## src/rtl/game_seq.sv

```systemverilog
// Pacman game-state sequencer: edge-detected events drive the IDLE/READY/PLAY/
// DYING/CLEAR/OVER flow, fright timing, lives/level and a saturating BCD score.
module game_seq #(
   parameter int          START_LIVES = 3,
   parameter logic [15:0] PELLET_PTS  = 16'h0010,
   parameter logic [15:0] POWER_PTS   = 16'h0050,
   parameter logic [15:0] GHOST_PTS   = 16'h0200,
   parameter int          FRIGHT_MS   = 6000,
   parameter int          READY_MS    = 2000,
   parameter int          DEATH_MS    = 2000
) (
   input  logic        clk,
   input  logic        reset,
   input  logic        tick_1ms,
   input  logic        btn_start,
   input  logic        ev_pellet,
   input  logic        ev_power,
   input  logic        ev_ghost,
   input  logic        ev_clear,
   output logic [2:0]  state,
   output logic        freeze,
   output logic        frightened,
   output logic        board_reset,
   output logic [1:0]  lives,
   output logic [3:0]  level,
   output logic [15:0] score
);

   typedef enum logic [2:0] {
      S_IDLE  = 3'd0,
      S_READY = 3'd1,
      S_PLAY  = 3'd2,
      S_DYING = 3'd3,
      S_CLEAR = 3'd4,
      S_OVER  = 3'd5
   } state_t;

   localparam int EV_START  = 4;
   localparam int EV_PELLET = 3;
   localparam int EV_POWER  = 2;
   localparam int EV_GHOST  = 1;
   localparam int EV_CLEAR  = 0;

   localparam logic [15:0] READY_LAST  = 16'(READY_MS - 1);
   localparam logic [15:0] DEATH_LAST  = 16'(DEATH_MS - 1);
   localparam logic [15:0] FRIGHT_LOAD = 16'(FRIGHT_MS);
   localparam logic [15:0] GVAL_CAP    = 16'h1600;
   localparam logic [15:0] SCORE_MAX   = 16'h9999;

   logic [4:0]  ev_in, ev_d_q, rise_q;
   state_t      st_q;
   logic        freeze_q, fr_q, brst_q;
   logic [1:0]  lives_q;
   logic [3:0]  level_q;
   logic [15:0] score_q, gval_q, ftmr_q, cnt_q;
   logic [15:0] pts, score_d, gval_d;
   logic        ghost_hit;

   // Four-digit BCD add; bit 16 is the carry out of the thousands digit.
   function automatic logic [16:0] bcd_add(input logic [15:0] a, input logic [15:0] b);
      logic [4:0]  d;
      logic        c;
      logic [15:0] s;
      c = 1'b0;
      s = '0;
      for (int i = 0; i < 4; i++) begin
         d = {1'b0, a[4*i +: 4]} + {1'b0, b[4*i +: 4]} + {4'd0, c};
         if (d > 5'd9) begin
            d = d + 5'd6;
            c = 1'b1;
         end else begin
            c = 1'b0;
         end
         s[4*i +: 4] = d[3:0];
      end
      return {c, s};
   endfunction

   function automatic logic [15:0] sat_bcd(input logic [16:0] r);
      return r[16] ? SCORE_MAX : r[15:0];
   endfunction

   function automatic logic [15:0] dbl_gval(input logic [15:0] g);
      logic [16:0] r;
      r = bcd_add(g, g);
      return (r[16] || (r[15:0] > GVAL_CAP)) ? GVAL_CAP : r[15:0];
   endfunction

   assign ev_in = {btn_start, ev_pellet, ev_power, ev_ghost, ev_clear};

   always_ff @(posedge clk or negedge reset) begin
      if (!reset) begin
         ev_d_q <= '0;
         rise_q <= '0;
      end else begin
         ev_d_q <= ev_in;
         rise_q <= ev_in & ~ev_d_q;
      end
   end

   // All point sources of one cycle merge into a single saturating add.
   always_comb begin
      ghost_hit = rise_q[EV_GHOST] & fr_q;
      pts       = sat_bcd(bcd_add(rise_q[EV_PELLET] ? PELLET_PTS : 16'h0000,
                                  rise_q[EV_POWER]  ? POWER_PTS  : 16'h0000));
      pts       = sat_bcd(bcd_add(pts, ghost_hit ? gval_q : 16'h0000));
      score_d   = sat_bcd(bcd_add(score_q, pts));
      gval_d    = gval_q;
      if (rise_q[EV_POWER])
         gval_d = GHOST_PTS;
      else if (ghost_hit)
         gval_d = dbl_gval(gval_q);
   end

   always_ff @(posedge clk or negedge reset) begin
      if (!reset) begin
         st_q     <= S_IDLE;
         freeze_q <= 1'b1;
         fr_q     <= 1'b0;
         brst_q   <= 1'b0;
         lives_q  <= '0;
         level_q  <= '0;
         score_q  <= '0;
         gval_q   <= GHOST_PTS;
         ftmr_q   <= '0;
         cnt_q    <= '0;
      end else begin
         brst_q <= 1'b0;
         case (st_q)
            S_IDLE, S_OVER: begin
               if (rise_q[EV_START]) begin
                  st_q    <= S_READY;
                  score_q <= '0;
                  lives_q <= 2'(START_LIVES);
                  level_q <= 4'd1;
                  brst_q  <= 1'b1;
                  cnt_q   <= '0;
               end
            end
            S_READY: begin
               if (tick_1ms) begin
                  if (cnt_q == READY_LAST) begin
                     st_q     <= S_PLAY;
                     freeze_q <= 1'b0;
                  end else begin
                     cnt_q <= cnt_q + 16'd1;
                  end
               end
            end
            S_PLAY: begin
               score_q <= score_d;
               gval_q  <= gval_d;
               // Death outranks clear; either exit drops fright regardless of a power edge.
               if (rise_q[EV_GHOST] && !fr_q) begin
                  st_q     <= S_DYING;
                  freeze_q <= 1'b1;
                  fr_q     <= 1'b0;
                  ftmr_q   <= '0;
                  cnt_q    <= '0;
               end else if (rise_q[EV_CLEAR]) begin
                  st_q     <= S_CLEAR;
                  freeze_q <= 1'b1;
                  fr_q     <= 1'b0;
                  ftmr_q   <= '0;
                  cnt_q    <= '0;
               end else if (rise_q[EV_POWER]) begin
                  fr_q   <= 1'b1;
                  ftmr_q <= FRIGHT_LOAD;
               end else if (fr_q && tick_1ms) begin
                  ftmr_q <= ftmr_q - 16'd1;
                  if (ftmr_q == 16'd1)
                     fr_q <= 1'b0;
               end
            end
            S_DYING: begin
               if (tick_1ms) begin
                  if (cnt_q == DEATH_LAST) begin
                     lives_q <= lives_q - 2'd1;
                     cnt_q   <= '0;
                     if (lives_q == 2'd1) begin
                        st_q <= S_OVER;
                     end else begin
                        st_q   <= S_READY;
                        brst_q <= 1'b1;
                     end
                  end else begin
                     cnt_q <= cnt_q + 16'd1;
                  end
               end
            end
            S_CLEAR: begin
               if (tick_1ms) begin
                  if (cnt_q == READY_LAST) begin
                     if (level_q != 4'd15)
                        level_q <= level_q + 4'd1;
                     st_q   <= S_READY;
                     brst_q <= 1'b1;
                     cnt_q  <= '0;
                  end else begin
                     cnt_q <= cnt_q + 16'd1;
                  end
               end
            end
            default: st_q <= S_IDLE;
         endcase
      end
   end

   assign state       = st_q;
   assign freeze      = freeze_q;
   assign frightened  = fr_q;
   assign board_reset = brst_q;
   assign lives       = lives_q;
   assign level       = level_q;
   assign score       = score_q;

endmodule

```

## config.mk

```make
export PLATFORM = sky130hd
export DESIGN_NAME = game_seq
export DESIGN_NICKNAME = d
export VERILOG_FILES = /design/src/rtl/game_seq.sv
export SDC_FILE = /design/constraint.sdc
export NUM_CORES = 1
export LEC_CHECK = 0
export CORE_ASPECT_RATIO = 0.6
export CORE_MARGIN = 3
export CORE_UTILIZATION = 56
export CTS_BUF_LIST = sky130_fd_sc_hd__clkbuf_8
export DETAILED_ROUTE_END_ITERATION = 10
export HOLD_SLACK_MARGIN = 0.15
export PLACE_DENSITY = 0.79
export SYNTH_ARGS = -nofsm -noshare
export SYNTH_HDL_FRONTEND = slang
export SYNTH_SLANG_ARGS = --single-unit
```

## constraint.sdc

```tcl
create_clock -name clk -period 11.65 [get_ports clk]
set_input_delay 2.33 -clock clk [delete_from_list [all_inputs] [get_ports clk]]
set_output_delay 2.33 -clock clk [all_outputs]
set_load 0.005 [all_outputs]
```

### After elaboration in Yosys (flattened, before gate mapping)

Index checks and enable logic that the tools add are counted.

* add/subtract/negate cells: 48
* order comparisons: 17
* equality and inequality tests: 20
* mux-type cells: 107
* bitwise logic cells: 3
* reduce and logical (&&, ||, !) cells: 24

Operator list (count)
* 16-bit two-way mux: 18
* 4-bit two-way mux: 28
* 5-bit by 4-bit greater-than comparator with 1-bit output (second input constant): 14
* 4-bit by 4-bit adder with 5-bit output: 13
* 16-bit case mux with 4 select lines: 1
* 4-bit by 3-bit adder with 4-bit output (second input constant): 14
* 5-bit by 1-bit adder with 5-bit output: 9
* 1-bit two-way mux: 39
* 16-bit case mux with 2 select lines: 1
* 3-bit two-way mux: 10
* 2-bit != test (second input constant): 9
* 16-bit by 1-bit adder with 16-bit output (second input constant): 1
* 16-bit by 1-bit == test with 1-bit output (second input constant): 1
* 16-bit by 11-bit == test with 1-bit output (second input constant): 1
* 16-bit by 13-bit greater-than comparator with 1-bit output (second input constant): 1
* 16-bit by 1-bit subtractor with 16-bit output (second input constant): 1
* 3-bit case mux with 5 select lines: 1
* 4-bit nonzero test: 3
* 2-bit nonzero test: 5
* 3-bit by 3-bit adder with 4-bit output (second input constant): 2
* 3-bit by 4-bit greater-than comparator with 1-bit output (second input constant): 2
* 4-bit case mux with 2 select lines: 1
* 4-bit AND reduction: 2
* 8-bit AND reduction: 1
* other kinds (31): 41

* bits in registers: 86
* output and inout bits: 28
* word-level logic and storage cells: 231

### Longest topological paths before layout

* depth in word-level cells: 41
* depth in mapped cells: 49
* depth with buffers taken out: 46

### Worst setup path after synthesis

Ideal clock, no wire load.

* kind: register to register
* start point: register rise_q[1]
* end point: register score_q[13], in the netlist score[13]
* data arrival time: 11.246 ns
* setup slack: 0.283 ns
* stages on the path, launching flop included: 48
* path buffers: 3
* cell sequence: dfrtp_1 > and2_1 > clkbuf_1 > clkbuf_1 > nand2_1 > ha_1 > nand3b_1 > fa_1 > inv_1 > fa_1 > xnor2_1 > and2_1 > o32ai_1 > ha_1 > nand3_1 > xnor2_1 > nand2_1 > o21ai_0 > [12 not listed] > fa_1 > xnor2_1 > nand2_1 > a21boi_0 > inv_1 > fa_1 > fa_1 > xnor2_1 > nand2_1 > a21boi_0 > inv_1 > fa_1 > fa_1 > xor2_1 > nor2_1 > o21ai_0 > nor2_1 > a22o_1

* cells in the longest elaborated chain, start to end: 29

Ends and longest elaborated chain
* start, declared: RTL line 50 `logic [4:0] ev_in, ev_d_q, rise_q;`
* start signal, assigned: RTL line 97 `rise_q <= ev_in & ~ev_d_q;`
* 1-bit bitwise AND (*): RTL line 103 `ghost_hit = rise_q[EV_GHOST] & fr_q;`
* 16-bit two-way mux (*): RTL line 106 `pts = sat_bcd(bcd_add(pts, ghost_hit ? gval_q : 16'h0000));`
* 4-bit by 4-bit adder with 5-bit output: RTL line 67 `d = {1'b0, a[4*i +: 4]} + {1'b0, b[4*i +: 4]} + {4'd0, c};`
* 5-bit by 4-bit greater-than comparator with 1-bit output: RTL line 68 `if (d > 5'd9) begin`
* 1-bit two-way mux: RTL line 68
* 5-bit by 1-bit adder with 5-bit output: RTL line 67
* 5-bit by 4-bit greater-than comparator with 1-bit output: RTL line 68
* 1-bit two-way mux: RTL line 68
* [13 not listed]
* 5-bit by 1-bit adder with 5-bit output: RTL line 67
* 5-bit by 4-bit greater-than comparator with 1-bit output: RTL line 68
* 1-bit two-way mux: RTL line 68
* 5-bit by 1-bit adder with 5-bit output (*): RTL line 67
* 4-bit by 3-bit adder with 4-bit output or 5-bit by 4-bit greater-than comparator with 1-bit output (tied branches): RTL line 69, 68
* 4-bit two-way mux or 1-bit two-way mux (tied branches): RTL line 68
* 16-bit two-way mux (*): RTL line 80 `return r[16] ? SCORE_MAX : r[15:0];`
* 16-bit case mux with 2 select lines (*): RTL line 129 `case (st_q)`
* end signal, assigned: RTL line 151 `score_q <= score_d;`
* end, declared: RTL line 55 `logic [15:0] score_q, gval_q, ftmr_q, cnt_q;`

Mark *: on every way between the ends. The rest lies on a longest branch, timed or not.
A chain may end at the register's enable or synchronous reset.

### Worst setup path after layout

Ends and elaborated chain as after synthesis.

==> summary.txt <==
Critical path startpoint category = flip-flop
WS Path Type = reg -> reg
Vias in the first global route = 4,366
Fmax = 90.1 MHz
Final worst slack = 0.553 ns
Chip width = 134 µm
Post-synth EDFFs = 0
Period minus WS final = 11.10 ns
Worst Tran Pin Value = 1.26 ns
Buffers added on ports = 35
Share of cells above drive strength 1 = 10.0%
Htree depth = 3
Worst Path Required = 11.91 ns
Root Buffer = clkbuf_8
Crit-path most repeated cell = fa_1
Syn nets = 669
Placer Congestion = 0.915
Io pins = 36
Area contributors post-synth = dfrtp_1 37%, ha_1 7.9%, o21ai_0 4.3%
Synthesized area = 5540 µm²
Drt initial violations = 405
PwrDens = 188 nW/µm²
DRT Wirelength = 13.4 mm
Hold path depth = 1
Drt wl/cell = 16.9 µm
Global Route Usage Sum = 24.5%
Tcrit/Tclk final = 95.3%
Max-Cap Viols = 0
Worst Path Max Fanout = 11
Initial antenna violation count = 0
Ant. Diodes = 0
Nature of the critical path endpoint = flip-flop
Status = finished clean
Total core area = 9390 µm²
Pleak = 0.00292 µW
Total grt overflow = 0
Vias = 4,885
Crit-path max cell delay = 0.46 ns
DIE HEIGHT = 83.0 µm
Sequential area share after synthesis = 38.0%
Post-Place Setup Slack = -0.320 ns
Final net count = 707
CTS tree = yes
Most frequent cells in the layout = 80 x dfrtp_1, 61 x nand2_1, 45 x o21ai_0, 44 x nor2_1, 38 x a21oi_1
Clk pin slew, worst setup/hold paths = 0.09 ns
Post-synth top area share = 37.0%
Synthesized flop and latch total = 84
Syn Inst Count = 617
Worst Path Buf+Inv = 7
Reg2reg path depth = 45
Peak supply drop = 0.120 mV
CP top delay family = adder cells
Main synth FF type = dfrtp_1
First-pass iteration count of the detailed router = 5
DRC Markers = 0
Count of final setup violators = 0
Commonest non-fill, non-tap cell in the layout = dfrtp_1
Levels on crit path = 45
Post-synth ARST share = 100%
Row cnt = 27
PnR Total Power = 1200 µW
Area leader, netlist = dfrtp_1
Starting Density = 59.0%
Syn Area/Cell = 8.98 µm²
Crit path max-delay cell type = fa_1
HPWL after DPL = 9.79 mm
Layout area overhead = 14.7%
Synth Warn # = 0
Antenna Violating Nets Remaining = 0
Number of buffers created by CTS = 9
Skew final = 0.00944 ns
Die ar. = 11,200 µm²
First-pass GRT wire length = 22.5 mm
Clk_lat worst skew = 0.37 ns
Critical Path AT = 11.36 ns
Hold Vio Cnt, Final = 0
Clk sinks = 84
Hold WC Path Type = reg -> reg
Filler cells = 770
Bufs on Longest Clock Path = 2
Pin count of the biggest net entering global routing = 81
Post-CTS Hold Fix Bufs = 0
Distinct cells, synth = 68
Vias per inst = 6.18
Setup TNS = 0 ns
Slew margin rel. = 15.5%
Max-slew violations = 0
[logic make-up after synthesis]
| family | synth area share, % |
|---|---|
| simple gates | 20.7 |
| compound gates | 20.8 |
| flops | 38.0 |
| buf+inv | 3.84 |
| fa+ha+maj | 11.2 |
| xor+xnor | 3.32 |
| mux | 2.21 |
[sequential cells by signal, indices dropped and copies added, names as in the netlist, 2 cells and up]
name / flops
cnt_q: 16
ftmr_q: 16
score: 16
gval_q: 14
ev_d_q: 5
rise_q: 5
level: 4
state: 3
lives: 2
[power breakdown]
part	internal (µW)	total, µW	switching [µW]
Clock	103	221	118
Combinational	233	536	303
Sequential	352	441	88.9
Total	688	1200	509
[path summary, 6_finish.rpt]
path                                      from                    end  slack, ns
min in group asynchronous                reset   score[2]$_DFFE_PN0P_       1.73
setup / recovery           rise_q[1]$_DFF_PN0_  score[13]$_DFFE_PN0P_       0.55
setup reg to reg           rise_q[1]$_DFF_PN0_  score[13]$_DFFE_PN0P_       0.55
hold / removal             ev_d_q[4]$_DFF_PN0_    rise_q[4]$_DFF_PN0_       0.40
hold reg to reg            ev_d_q[4]$_DFF_PN0_    rise_q[4]$_DFF_PN0_       0.40
max in group asynchronous                reset    rise_q[1]$_DFF_PN0_       8.68
[synthesized netlist by cell type (6+ instances only)]
cell,instances
nand2b_1,9
ha_1,35
a22o_1,14
o31ai_1,13
o211ai_1,6
inv_1,33
dfrtp_1,82
nor2_1,45
a21o_1,10
nor2b_1,11
a21oi_1,39
or3_1,7
and3_1,12
xnor2_1,12
nor3_1,18
clkbuf_1,21
and2_1,6
nand3_1,25
nand2_1,61
xor2_1,9
fa_1,9
o21ai_0,48
mux2i_1,10
[routing by layer]
metal	global-route usage, %	routed length [µm]	up-vias
met1	39.8	6660	2365
met5	0	0	-
met2	33.2	5650	186
met3	5.33	915	18
met4	5.18	148	0
li1	-	-	2316
[through the flow]
step	hold WS [ns]	instances	utilization (%)	cell area, µm²
6_report	0.396	790	67.7	6350
5_1_grt	0.415	790	67.7	6350
4_1_cts	0.399	783	66.3	6230
3_5_place_dp	0.387	767	64.1	6020
3_3_place_gp	0.382	767	64.1	6020
2_1_floorplan	0.378	617	-	5540
[area by class of cell]
cell class	instances	area, µm²	share of cell area (%)
multi-input combinational	477	3290	51.9
inverter	33	124	1.95
clock buffer	9	124	1.95
clock inverter	7	81.3	1.28
timing repair buffer	50	460	7.25
sequential	84	2110	33.2
tap	130	163	2.56
[timing repair]
action | in CTS | in global routing
gates resized for setup | 5 | 16
setup buffers | 0 | 7
pin swaps | 0 | 2
endpoints found under the setup margin | 15 | 16
No activity file was read; power rests on OpenSTA's default activity.
